File: src/rtl/freq_meter.sv
// Frequency and period meter: counts synchronized rising edges of sig_in per
// gate window and measures the clk-cycle spacing between successive edges.
module freq_meter #(
    parameter int unsigned GATE_CYCLES = 48000000,
    parameter int unsigned COUNT_W     = 32,
    parameter int unsigned SYNC_STAGES = 2
) (
    input  logic               clk,
    input  logic               rst,
    input  logic               sig_in,
    output logic [COUNT_W-1:0] count,
    output logic               count_valid,
    output logic               count_ovf,
    output logic [COUNT_W-1:0] period,
    output logic               period_valid
);

    localparam int unsigned GATE_W   = (GATE_CYCLES > 1) ? $clog2(GATE_CYCLES) : 1;
    localparam int unsigned SETTLE_W = $clog2(SYNC_STAGES + 2);

    localparam logic [GATE_W-1:0]   GATE_LAST   = GATE_W'(GATE_CYCLES - 1);
    localparam logic [SETTLE_W-1:0] SETTLE_DONE = SETTLE_W'(SYNC_STAGES + 1);

    logic [SYNC_STAGES-1:0] r_sync;
    logic                   r_prev;
    logic [SETTLE_W-1:0]    r_settle;
    logic [GATE_W-1:0]      r_gate;
    logic [COUNT_W-1:0]     r_edges;
    logic                   r_ovf;
    logic [COUNT_W-1:0]     r_pcnt;
    logic                   r_armed;

    logic                   w_settled;
    logic                   w_edge;
    logic                   w_terminal;
    logic                   w_edges_full;
    logic [COUNT_W-1:0]     w_edges_next;
    logic                   w_ovf_next;

    // Edges are masked until the settle counter saturates so a level held
    // across reset release is never mistaken for a rising edge.
    assign w_settled    = (r_settle == SETTLE_DONE);
    assign w_edge       = r_sync[SYNC_STAGES-1] & ~r_prev & w_settled;
    assign w_terminal   = (r_gate == GATE_LAST);
    assign w_edges_full = &r_edges;
    assign w_edges_next = (w_edge && !w_edges_full) ? r_edges + COUNT_W'(1) : r_edges;
    assign w_ovf_next   = r_ovf | (w_edge & w_edges_full);

    always_ff @(posedge clk or posedge rst) begin
        if (rst) begin
            r_sync   <= '0;
            r_prev   <= 1'b0;
            r_settle <= '0;
        end else begin
            r_sync <= {r_sync[SYNC_STAGES-2:0], sig_in};
            r_prev <= r_sync[SYNC_STAGES-1];
            if (!w_settled) begin
                r_settle <= r_settle + SETTLE_W'(1);
            end
        end
    end

    always_ff @(posedge clk or posedge rst) begin
        if (rst) begin
            r_gate <= '0;
        end else if (w_terminal) begin
            r_gate <= '0;
        end else begin
            r_gate <= r_gate + GATE_W'(1);
        end
    end

    // The terminal cycle publishes the total including its own edge, then
    // restarts the accumulation so consecutive windows abut.
    always_ff @(posedge clk or posedge rst) begin
        if (rst) begin
            r_edges     <= '0;
            r_ovf       <= 1'b0;
            count       <= '0;
            count_ovf   <= 1'b0;
            count_valid <= 1'b0;
        end else if (w_terminal) begin
            count       <= w_edges_next;
            count_ovf   <= w_ovf_next;
            count_valid <= 1'b1;
            r_edges     <= '0;
            r_ovf       <= 1'b0;
        end else begin
            r_edges     <= w_edges_next;
            r_ovf       <= w_ovf_next;
            count_valid <= 1'b0;
        end
    end

    always_ff @(posedge clk or posedge rst) begin
        if (rst) begin
            r_pcnt       <= '0;
            r_armed      <= 1'b0;
            period       <= '0;
            period_valid <= 1'b0;
        end else begin
            period_valid <= 1'b0;
            if (w_edge) begin
                r_pcnt  <= COUNT_W'(1);
                r_armed <= 1'b1;
                if (r_armed) begin
                    period       <= r_pcnt;
                    period_valid <= 1'b1;
                end
            end else if (!(&r_pcnt)) begin
                r_pcnt <= r_pcnt + COUNT_W'(1);
            end
        end
    end

endmodule

File: config.mk
export PLATFORM = sky130hd
export DESIGN_NAME = freq_meter
export DESIGN_NICKNAME = d
export VERILOG_FILES = /design/src/rtl/freq_meter.sv
export SDC_FILE = /design/constraint.sdc
export NUM_CORES = 1
export LEC_CHECK = 0
export CORE_MARGIN = 2
export CORE_UTILIZATION = 50
export DETAILED_ROUTE_END_ITERATION = 6
export PLACE_DENSITY_LB_ADDON = 0.08
export SYNTH_ARGS = -nofsm -noshare
export SYNTH_HDL_FRONTEND = slang
export SYNTH_SLANG_ARGS = --single-unit
File: constraint.sdc
create_clock -name clk -period 16.3 [get_ports clk]
set_input_delay 3.26 -clock clk [delete_from_list [all_inputs] [get_ports clk]]
set_output_delay 3.26 -clock clk [all_outputs]
set_load 0.05 [all_outputs]
# == After elaboration in Yosys (flattened, before gate mapping) ==
# Index checks and enable logic that the tools add are counted.
# word_totals
inputBits,3
regBits,164
mem_count,0
out_inout_bits,67
latch_bits,0
mem_bits_rw,0
word_cells,39
mem_bits_ro,0
# classes
n_mul,0
addsub,4
eq_ne,3
n_shift,0
n_div,0
n_lt_le_gt_ge,0
n_mux,9
bitwise,5
reduce_logical,5
# op_table
operator,count
$mux W32,4
$add A32 B1 Y32 const B,2
$reduce_and A32 Y1,2
$add A26 B1 Y26 const B,1
$eq A26 B26 Y1 const B,1
$mux W26,1
$mux W1,4
$and A1 B1 Y1,3
$add A2 B1 Y2 const B,1
$eq A2 B2 Y1 const B,1
$ne A2 B2 Y1 const B,1
$reduce_and A2 Y1,1
$logic_and A1 B1 Y1,1
$logic_not A1 Y1,1
$not A1 Y1,1
$or A1 B1 Y1,1

# == Longest topological paths before layout ==
# logic_depth
word_depth,6
depth_mapped,8
ltp_nobuf,6

# == Worst setup path before layout ==
# No wires, ideal clock.
# synth_path
kind,register to output
startpoint,reg count[0]
endpoint,out count[0]
path_slack_ps,12439
arrival_ps,601
n_path_buf,0
path_stages_with_launch,1
t_required_ps,13040
cell_sequence,dfrtp_1
# synth_lines
element,line,text
start: declaration,11,"output logic [COUNT_W-1:0] count,"
start signal: assignment,83,count <= w_edges_next;
# No word-level cell between the ends.

# == Final worst setup path ==
# layout_path
startpoint,reg count[7]
endpoint,out count[7]
# No word-level cell between the ends.

==> impl_metrics.py <==
metrics = {
    "run_status": {
        "status": "finished, final reports clean",
    },
    "synthesis": {
        "synth_edf_count": 0,
        "synth_warnings": 0,
        "synth_seq_cells": 164,
        "async_reset_ff_frac": 1.00,
        "ys.flop_type": "dfrtp_1",
        "synth.net_count": 708,
        "avgSynthCellArea_um2": 10.5,
        "synthDistinctLibCells": 50,
        "synth_seq_area_share": 0.555,
        "syn_area_um2": 7390,
        "synthCells": 701,
    },
    "critical_path": {
        "regToRegEndpoint": "count[29]$_DFFE_PP0P_",
        "arrival_ns": 1.64,
        "critPathCaptureType": "output pin",
        "rr_worst_depth": 7,
        "critPathSlowestCell": "clkdlybuf4s50_1",
        "crit_required_ns": 13.04,
        "crit_family": "buffers and inverters",
        "path_cells": "clkdlybuf4s50_1",
        "r2r-start": "r_settle[0]$_DFFE_PP0P_",
        "rrSetupSlack_ns": 13.40,
        "critical_path_cell_count": 1,
        "crit_type": "reg -> out",
        "cp_max_fo": 2,
        "slowest_delay_ns": 0.83,
        "critPathLaunchType": "register",
        "path_buf_inv": 1,
    },
    "clock_tree": {
        "cts_resized": 0,
        "postCtsSetupBuffers": 0,
        "h-tree-depth": 4,
        "holdBufCountCts": 0,
        "clock_latency_ns": 0.42,
        "ctsLongestPathBuffers": 2,
        "numCtsBuffers": 17,
        "clock-root-buffer": "clkbuf_16",
        "cts_num_sinks": 164,
        "tritoncts": "done",
        "cts.reportedPaths.clkPinSlew_ns": 0.06,
    },
    "layout": {
        "drive_gt1_frac": 0.101,
        "syn2layout_area_growth_pct": 19.3,
        "fin_nets": 765,
        "antenna_cells": 0,
        "final_cells": 954,
    },
    "die": {
        "start_util": 0.510,
        "die-area_um2": 15800,
        "rows": 44,
        "ioPinCount": 70,
        "die_h_um": 126,
        "die_w_um": 126,
        "core_area_um2": 14500,
    },
    "timing": {
        "rsz0062_at_grt": "false",
        "maxSlewViolCount": 0,
        "finClkSkew_ns": 0.0103,
        "setup_viol": 0,
        "fmax_mhz": 204,
        "slew_headroom": 0.435,
        "period_share": 0.301,
        "tightest_slew_ns": 0.847,
        "post-route-min-period_ns": 4.90,
        "hold_viol_final": 0,
        "setup-tns-final_ns": 0,
    },
    "worst_hold_path": {
        "hold_depth": 0,
        "hold_path.class": "reg -> reg",
        "min_from": "r_sync[0]$_DFF_PP0_",
        "hold_end": "r_sync[1]$_DFF_PP0_",
    },
    "global_routing": {
        "grt_use_total": 0.205,
        "grt_max_degree": 98,
        "grt_pass1_wl_mm": 26.2,
        "overflow": 0,
        "antenna_found_initial": 0,
        "grt_pass1_vias": 5294,
    },
    "drt": {
        "wl_per_cell_um": 16.1,
        "wirelength_mm": 15.4,
        "drc": 0,
        "vias": 5519,
        "drt-vias-per-instance": 5.79,
        "dr.pass1.iters": 5,
        "antenna_left": 0,
        "drt-initial-drc-count": 329,
    },
    "placed_design": {
        "place_congestion": 0.827,
        "dp_hpwl_mm": 10.1,
        "port_buffers": 69,
        "dp_cells": 923,
    },
    "power_and_ir_drop": {
        "p_per_area_nw_per_um2": 103,
        "p_leak_nw": 3.71,
        "ir_drop_v": 0.000117,
    },
    "job": {
        "drv_cap": 0,
    },
}
cell usage in the layout, fill, tap and decap left out, drive strengths merged, types with 17 or more instances in the layout:
master         synthesis  routed
a31oi                 23      23
mux2                  31      31
nand3                 30      30
a21oi                 35      35
nand4                 28      28
clkdlybuf4s50          0      69
nor2                  70      70
o21ai                 39      39
xnor2                 34      34
or3                   17      17
clkbuf                30      22
dfrtp                164     164
nand2                 53      53
layout make-up:
cell class              count  area [um2]
repair buffers             75         736
inverters                  10        42.5
clock inverters             9         128
multi-input cells         490        3100
flip-flops and latches    164        4100
fillers                  1193        5670
clock buffers              22         474
well taps                 184         230
stage by stage:
stage	cell area, um2	setup WS [ns]	util	hold slack [ns]	power (W)
finish	8810	11.40	0.609	0.393	0.000911
global route	8810	11.18	0.609	0.396	0.000946
CTS	8810	11.37	0.609	0.399	0.000919
detailed placement	8210	10.97	0.567	0.385	0.000513
global placement	8210	11.00	0.567	0.370	0.000510
floorplan	7390	8.61	-	0.331	0.000489
cells by family (layout without fill, tap and decap cells):
| logic type | count (synthesis) | after routing | share of synthesized area |
|---|---|---|---|
| AO/OA/AOI/OAI | 127 | 127 | 0.102 |
| XOR/XNOR | 46 | 46 | 0.0545 |
| adder cells (fa/ha/maj) | 4 | 4 | 0.00677 |
| buffers and inverters | 47 | 116 | 0.0251 |
| flip-flops | 164 | 164 | 0.555 |
| multiplexers | 35 | 35 | 0.0527 |
| AND/OR/NAND/NOR | 278 | 278 | 0.204 |
report_power, final:
part,internal [W],switching [W]
clock network,0.000251,0.000154
logic,0.0000234,0.0000452
registers,0.000422,0.0000147
total,0.000697,0.000214
worst max path at each step:
stage,end,start
4_1_cts,count[2],count[2]$_DFFE_PP0P_
3_3_place_gp,count[27]$_DFFE_PP0P_,rst
3_5_place_dp,count[25]$_DFFE_PP0P_,rst
2_1_floorplan,count[0]$_DFFE_PP0P_,rst
5_1_grt,count[29]$_DFFE_PP0P_,rst
6_report,count[7],count[7]$_DFFE_PP0P_
per-layer routing:
layer  part of all wire  track usage  vias to the layer above
li1                   -            -                     2651
met1               0.50        0.311                     2740
met2               0.44        0.293                      105
met3              0.039       0.0419                       23
met4              0.015       0.0732                        0
met5                  0            0                        -
flip-flops by register name (all words and copies together), names as in the netlist:
signal,count
count,32
period,32
r_edges,32
r_pcnt,32
r_gate,26
r_settle,2
r_sync,2
count_ovf,1
count_valid,1
period_valid,1
r_armed,1
r_ovf,1
r_prev,1
Yosys cell counts, drive strengths merged (17+ instances only):
| cell | instances | area, um2 |
|---|---|---|
| xnor2 | 34 | 298 |
| nand2 | 53 | 199 |
| mux2 | 31 | 349 |
| clkbuf | 30 | 115 |
| nand3 | 30 | 163 |
| o21ai | 39 | 195 |
| a21oi | 35 | 175 |
| dfrtp | 164 | 4100 |
| or3 | 17 | 106 |
| nand4 | 28 | 175 |
| nor2 | 70 | 263 |
| a31oi | 23 | 144 |
Note: power is estimated with default switching activity, not from simulation.
